File: config.mk
export PLATFORM = sky130hd
export DESIGN_NAME = sobel_compute_engine
export DESIGN_NICKNAME = d
export VERILOG_FILES = /design/src/rtl/sobel_compute_engine.sv
export SDC_FILE = /design/constraint.sdc
export NUM_CORES = 1
export LEC_CHECK = 0
export ABC_AREA = 1
export CAP_MARGIN = 20
export CORE_UTILIZATION = 54
export CTS_BUF_LIST = sky130_fd_sc_hd__clkbuf_4 sky130_fd_sc_hd__clkbuf_8
export DETAILED_ROUTE_END_ITERATION = 16
export PLACE_DENSITY = 0.88
export SLEW_MARGIN = 25
export SYNTH_ARGS = -nofsm -noshare
export SYNTH_HDL_FRONTEND = slang
export SYNTH_SLANG_ARGS = --single-unit
File: constraint.sdc
create_clock -name clk -period 4.8 [get_ports clk]
set_input_delay 0.48 -clock clk [delete_from_list [all_inputs] [get_ports clk]]
set_output_delay 0.48 -clock clk [all_outputs]
set_load 0.03 [all_outputs]
File: src/rtl/sobel_compute_engine.sv
// Two-stage pipelined horizontal Sobel (Gx) kernel on a 3x3 window of unsigned pixels.
// Stage 1 forms the three column differences. Stage 2 takes their weighted sum and sign-extends it.
module sobel_compute_engine #(
    parameter int PIXEL_W = 8,
    parameter int GRAD_W  = 16
) (
    input  logic                     clk,
    input  logic                     rst,
    input  logic                     enable,
    input  logic                     valid_in,
    input  logic [9*PIXEL_W-1:0]     pixels_3x3,
    output logic                     valid_out,
    output logic signed [GRAD_W-1:0] gradient_x,
    output logic                     busy
);

    localparam int DIFF_W = PIXEL_W + 1;

    function automatic logic signed [DIFF_W-1:0] col_diff(
        input logic [PIXEL_W-1:0] right,
        input logic [PIXEL_W-1:0] left
    );
        return $signed({1'b0, right}) - $signed({1'b0, left});
    endfunction

    function automatic logic signed [GRAD_W-1:0] sext(input logic signed [DIFF_W-1:0] d);
        return {{(GRAD_W-DIFF_W){d[DIFF_W-1]}}, d};
    endfunction

    logic [PIXEL_W-1:0]        p00_s, p02_s, p10_s, p12_s, p20_s, p22_s;
    logic signed [DIFF_W-1:0]  d0_s, d1_s, d2_s;
    logic signed [DIFF_W-1:0]  d0_r, d1_r, d2_r;
    logic                      v1_r;
    logic signed [GRAD_W-1:0]  sum_s;
    logic signed [GRAD_W-1:0]  grad_r;
    logic                      valid_out_r;
    logic                      unused_centre_s;

    // Row-major window: p00 occupies the most significant byte.
    assign p00_s = pixels_3x3[8*PIXEL_W +: PIXEL_W];
    assign p02_s = pixels_3x3[6*PIXEL_W +: PIXEL_W];
    assign p10_s = pixels_3x3[5*PIXEL_W +: PIXEL_W];
    assign p12_s = pixels_3x3[3*PIXEL_W +: PIXEL_W];
    assign p20_s = pixels_3x3[2*PIXEL_W +: PIXEL_W];
    assign p22_s = pixels_3x3[0*PIXEL_W +: PIXEL_W];

    // The centre column carries zero weight in Gx.
    assign unused_centre_s = ^{pixels_3x3[7*PIXEL_W +: PIXEL_W],
                               pixels_3x3[4*PIXEL_W +: PIXEL_W],
                               pixels_3x3[1*PIXEL_W +: PIXEL_W]};

    // Column differences and the weighted stage-2 sum.
    always_comb begin
        d0_s  = col_diff(p02_s, p00_s);
        d1_s  = col_diff(p12_s, p10_s);
        d2_s  = col_diff(p22_s, p20_s);
        sum_s = sext(d0_r) + (sext(d1_r) <<< 1'b1) + sext(d2_r);
    end

    // Stage 1 register. It holds its contents while enable is low.
    always_ff @(posedge clk) begin
        if (rst) begin
            d0_r <= '0;
            d1_r <= '0;
            d2_r <= '0;
            v1_r <= 1'b0;
        end else if (enable) begin
            d0_r <= d0_s;
            d1_r <= d1_s;
            d2_r <= d2_s;
            v1_r <= valid_in;
        end else begin
            d0_r <= d0_r;
            d1_r <= d1_r;
            d2_r <= d2_r;
            v1_r <= v1_r;
        end
    end

    // Stage 2 register. The gradient updates only when a valid entry advances.
    always_ff @(posedge clk) begin
        if (rst) begin
            grad_r      <= '0;
            valid_out_r <= 1'b0;
        end else if (enable) begin
            valid_out_r <= v1_r;
            if (v1_r) begin
                grad_r <= sum_s;
            end else begin
                grad_r <= grad_r;
            end
        end else begin
            valid_out_r <= 1'b0;
            grad_r      <= grad_r;
        end
    end

    assign valid_out  = valid_out_r;
    assign gradient_x = grad_r;
    assign busy       = v1_r | valid_out_r;

endmodule

==> summary by stage <==
Detailed routing
Dividing the detail-routed wire length by the instance count gives roughly 11 um. In this run the remaining antenna-violating nets after routing total 0. For this run, the detailed router's first-pass iteration total came to 4. For this run, design rule violations remaining after detail routing come to 0. The wire length reported by the detailed router is around 7 mm. The routed layout has around 3200 vias. The via count normalized by instance count is ~5.0.

For this block, the initial DRC count from the detailed router was 140.

Finish
The library cell used most frequently in the layout, excluding fill and tap cells, is sky130_fd_sc_hd__inv_1. After the flow finishes, the layout carries non-filler instances totaling around 640. The core utilization of the finished layout is about 70%. Counting the fill cells in the layout gives 492. In the final layout, the share of cells above drive strength 1 is 5.65%. From synthesis to final layout, the design area changed by 23.5%.

The number of antenna diodes is 0. At the end of the flow, the number of nets in the layout was just under 700. In the layout the commonest cells are sky130_fd_sc_hd__inv_1 (97), sky130_fd_sc_hd__nand2_1 (95), sky130_fd_sc_hd__nor2_1 (74), sky130_fd_sc_hd__clkdlybuf4s50_1 (68), sky130_fd_sc_hd__dfxtp_1 (41). The summed area of non-filler cells in the final layout is roughly 4200 um2.

Yosys
The number of different library cells in the post-synthesis netlist is 29. Dividing the synthesized area by the synthesized cell count gives slightly below 7 um2. The cell taking the most area after synthesis is sky130_fd_sc_hd__dfxtp_1.

The flip-flop and latch count after synthesis is 41. The share of synthesized area in the top cell type comes to approximately a quarter. Of the synthesized area, sequential elements account for a little under a quarter.

The post-synth design cell area is ~3400 um2. Sorting the synthesized cells by area gives the leading types as sky130_fd_sc_hd__dfxtp_1 (24%), sky130_fd_sc_hd__ha_1 (13%), sky130_fd_sc_hd__inv_1 (11%), sky130_fd_sc_hd__nand2_1 (10%), sky130_fd_sc_hd__nor2_1 (8.1%). The synthesized netlist net count is around 630. The Yosys step of the flow raised 0 warnings. The gate count after technology mapping is between 500 and 600.

Clock tree
The number of clock buffers added by TritonCTS is 5. The total number of H-tree levels is 2. The clock root buffer is sky130_fd_sc_hd__clkbuf_8. Clock-pin slew was measured on the worst setup and hold paths at roughly 0.080 ns. In this run the post-CTS setup repair buffer count came out at 0. The number of clock sinks is 41. The TritonCTS clock tree is done.

For the worst-skew pair, the clock arrives at the later sink with an insertion delay of ~0.29 ns. The number of cells upsized or downsized after cts is 0. The maximum root-to-sink buffer count is 2. The cts-stage hold buffer count is 0.

Global routing
The via count of the first global-routing pass is 3053. The initial antenna violation count is 0. The global router's overall resource usage is about a quarter. The residual overflow from global routing is 0. The first global-routing pass estimated about 13 mm of wire. Entering global routing, the biggest net connects between 40 and 50 pins.

Placement
Detailed placement ended at an HPWL of 5.61 mm. After detailed placement, the total cell area comes to roughly 4000 um2. The number of I/O port buffers is 69. After detailed placement, the design holds a cell count of around 630. The last weighted congestion value of the routability-driven placer is 0.853.

STA
In the final timing run, aggregate negative setup slack is 0 ns. The final max-slew violation count is 0. The post-layout minimum cycle time is around 2.3 ns. Setup repair after global routing left no endpoint under its margin.

The highest achievable clock rate is 433 MHz. After layout, the worst path uses between 40% and 50% of the clock period. The worst clock skew is 0.00911 ns. The slew at the pin closest to its max-slew limit is 0.554 ns. The setup violation total in the final timing report is 0.

Headroom to the max-slew limit came out at between 60% and 70%. The final-report hold violation count is 0.

Hold path
The worst hold path passes through 2 cells. The path class of the lowest-slack min-delay path is reg -> reg. The end point of the most critical hold path is gradient_x[0]. In this run the most critical hold path is launched from gradient_x[0].

Setup path
For this design, the slowest cell found on the critical path is sky130_fd_sc_hd__fa_1. For the worst setup path, the data arrival time is 2.50 ns. The number of cells on the worst reg-to-reg path is 12.

The start of the worst register-to-register path is d0_r[1]. The worst setup path is launched from a flip-flop. The critical path capture point type is a flip-flop. Among cell families on the critical path, the largest total delay comes from adder cells. The buffering stage count on the worst path with inverters included is 4. The critical path in this run is classified as reg -> reg.

The worst setup slack for register-to-register paths is 2.49 ns. The worst path required time is between 4 and 5 ns. Along the worst path, the maximum fanout reaches 3.

The cell that appears most often on the critical path is sky130_fd_sc_hd__inv_1. The capturing point of the worst reg2reg path is gradient_x[7]. For this run, the slowest stage of the critical path takes 0.46 ns. The signal on the critical path passes through inv_1, fa_1, inv_1, ha_1, inv_1, fa_1, o21bai_4, nand2_1, nand3_1, nand3_1, nand2_1, inv_1.

Power and ir drop
The relative contribution of combinational cells to total power is about 40%. The fraction of power consumed by sequential logic is approximately a third. Dividing total power by cell area gives a power density of 267 nW/um2.

The maximum resistive drop on vdd is 0.264 mV. The leakage power total is roughly 2.3 nW. The internal power of the cells totals ~0.74 mW. In this run the power spent charging and discharging nets is approximately 0.39 mW. The fraction of power spent switching nets is between 30% and 40%. The power share of the clock group is about 26%.

Die
The total core area is 6030 um2. For this configuration, the core starts out at a cell density of 56.8%. The die span in y is roughly 82 um. The count of standard-cell rows is 28.

The width of the die is between 80 and 90 um. The number of top-level pins is 94. The die covers about 6700 um2.

Status
The run finished with clean final reports.

Flow run
The tool flagged a number of max-cap violations equal to 0.
==> how the worst max path moves through the flow <==
stage	to	slack [ns]	cells past startpoint	startpoint
2_1_floorplan	gradient_x[7]	2.71	12	d0_r[1]
3_3_place_gp	d1_r[1]	2.37	4	rst
3_5_place_dp	d1_r[1]	2.34	4	rst
5_1_grt	gradient_x[7]	2.33	12	d0_r[1]
6_report	gradient_x[7]	2.49	12	d0_r[1]
4_1_cts	gradient_x[7]	2.47	12	d0_r[1]
==> power by group through the flow <==
stage	registers [mW]	clock network, mW	logic [mW]
2_1_floorplan	0.406	0	0.312
3_3_place_gp	0.396	0	0.429
3_5_place_dp	0.397	0	0.444
4_1_cts	0.389	0.295	0.449
5_1_grt	0.393	0.306	0.511
6_report	0.389	0.292	0.449
==> stage by stage <==
stage / total power [mW] / worst slack, ns / hold WS (ns)
global placement: 0.825 / 2.37 / 0.467
finish: 1.13 / 2.49 / 0.489
detailed placement: 0.841 / 2.34 / 0.480
CTS: 1.13 / 2.47 / 0.498
global route: 1.21 / 2.33 / 0.524
floorplan: 0.718 / 2.71 / 0.465
==> cells in the mapped netlist (all sizes together) <==
master and n:
nor2 76, nand2 101, a21o 4, ha 35, nand4 7, a31oi 1
buf 13, dfxtp 41, o21bai 1, nand3 36, a21oi 29, clkbuf 3
fa 13, xnor2 4, xor2 8, or2 2, o21a 2, inv 98
o21ai 30
==> flip-flops by register name (all words and copies together), names as in the netlist <==
register,flops
d0_r,9
d1_r,9
d2_r,9
gradient_x,12
v1_r,1
valid_out,1
==> per-layer routing <==
| metal | vias to the layer above | global-route usage, % | part of all wire (%) |
|---|---|---|---|
| li1 | 1683 | - | - |
| met2 | 92 | 46.3 | 51 |
| met4 | 0 | 7.02 | 1.1 |
| met5 | - | 0 | 0 |
| met3 | 7 | 2.22 | 4.2 |
| met1 | 1447 | 26.8 | 44 |
==> worst min-delay path, stage by stage, from the launching register on <==
cell and delay [ns]:
sky130_fd_sc_hd__dfxtp_1 0.33, sky130_fd_sc_hd__nor2_1 0.05, sky130_fd_sc_hd__nor2_1 0.08
==> cells by family (layout without fill, tap and decap cells) <==
family | Yosys count | after routing | share of synthesized area, %
AOI/OAI and AO/OA | 67 | 67 | 11.5
buffers and inverters | 114 | 176 | 13.7
and+or+nand+nor | 222 | 222 | 27.3
xor gates and xnor gates | 12 | 12 | 3.07
adders and majority gates | 48 | 48 | 20.4
DFF | 41 | 41 | 24.0
==> area by class of cell <==
class,instances,area (um2),share of cell area [%]
multi-input combinational,349,2130,50.5
sequential,41,821,19.4
timing repair buffer,70,693,16.4
inverter,98,368,8.70
tap,75,93.8,2.22
clock buffer,7,90.1,2.13
clock inverter,1,30.0,0.710
(Power assumes the default switching activity.)
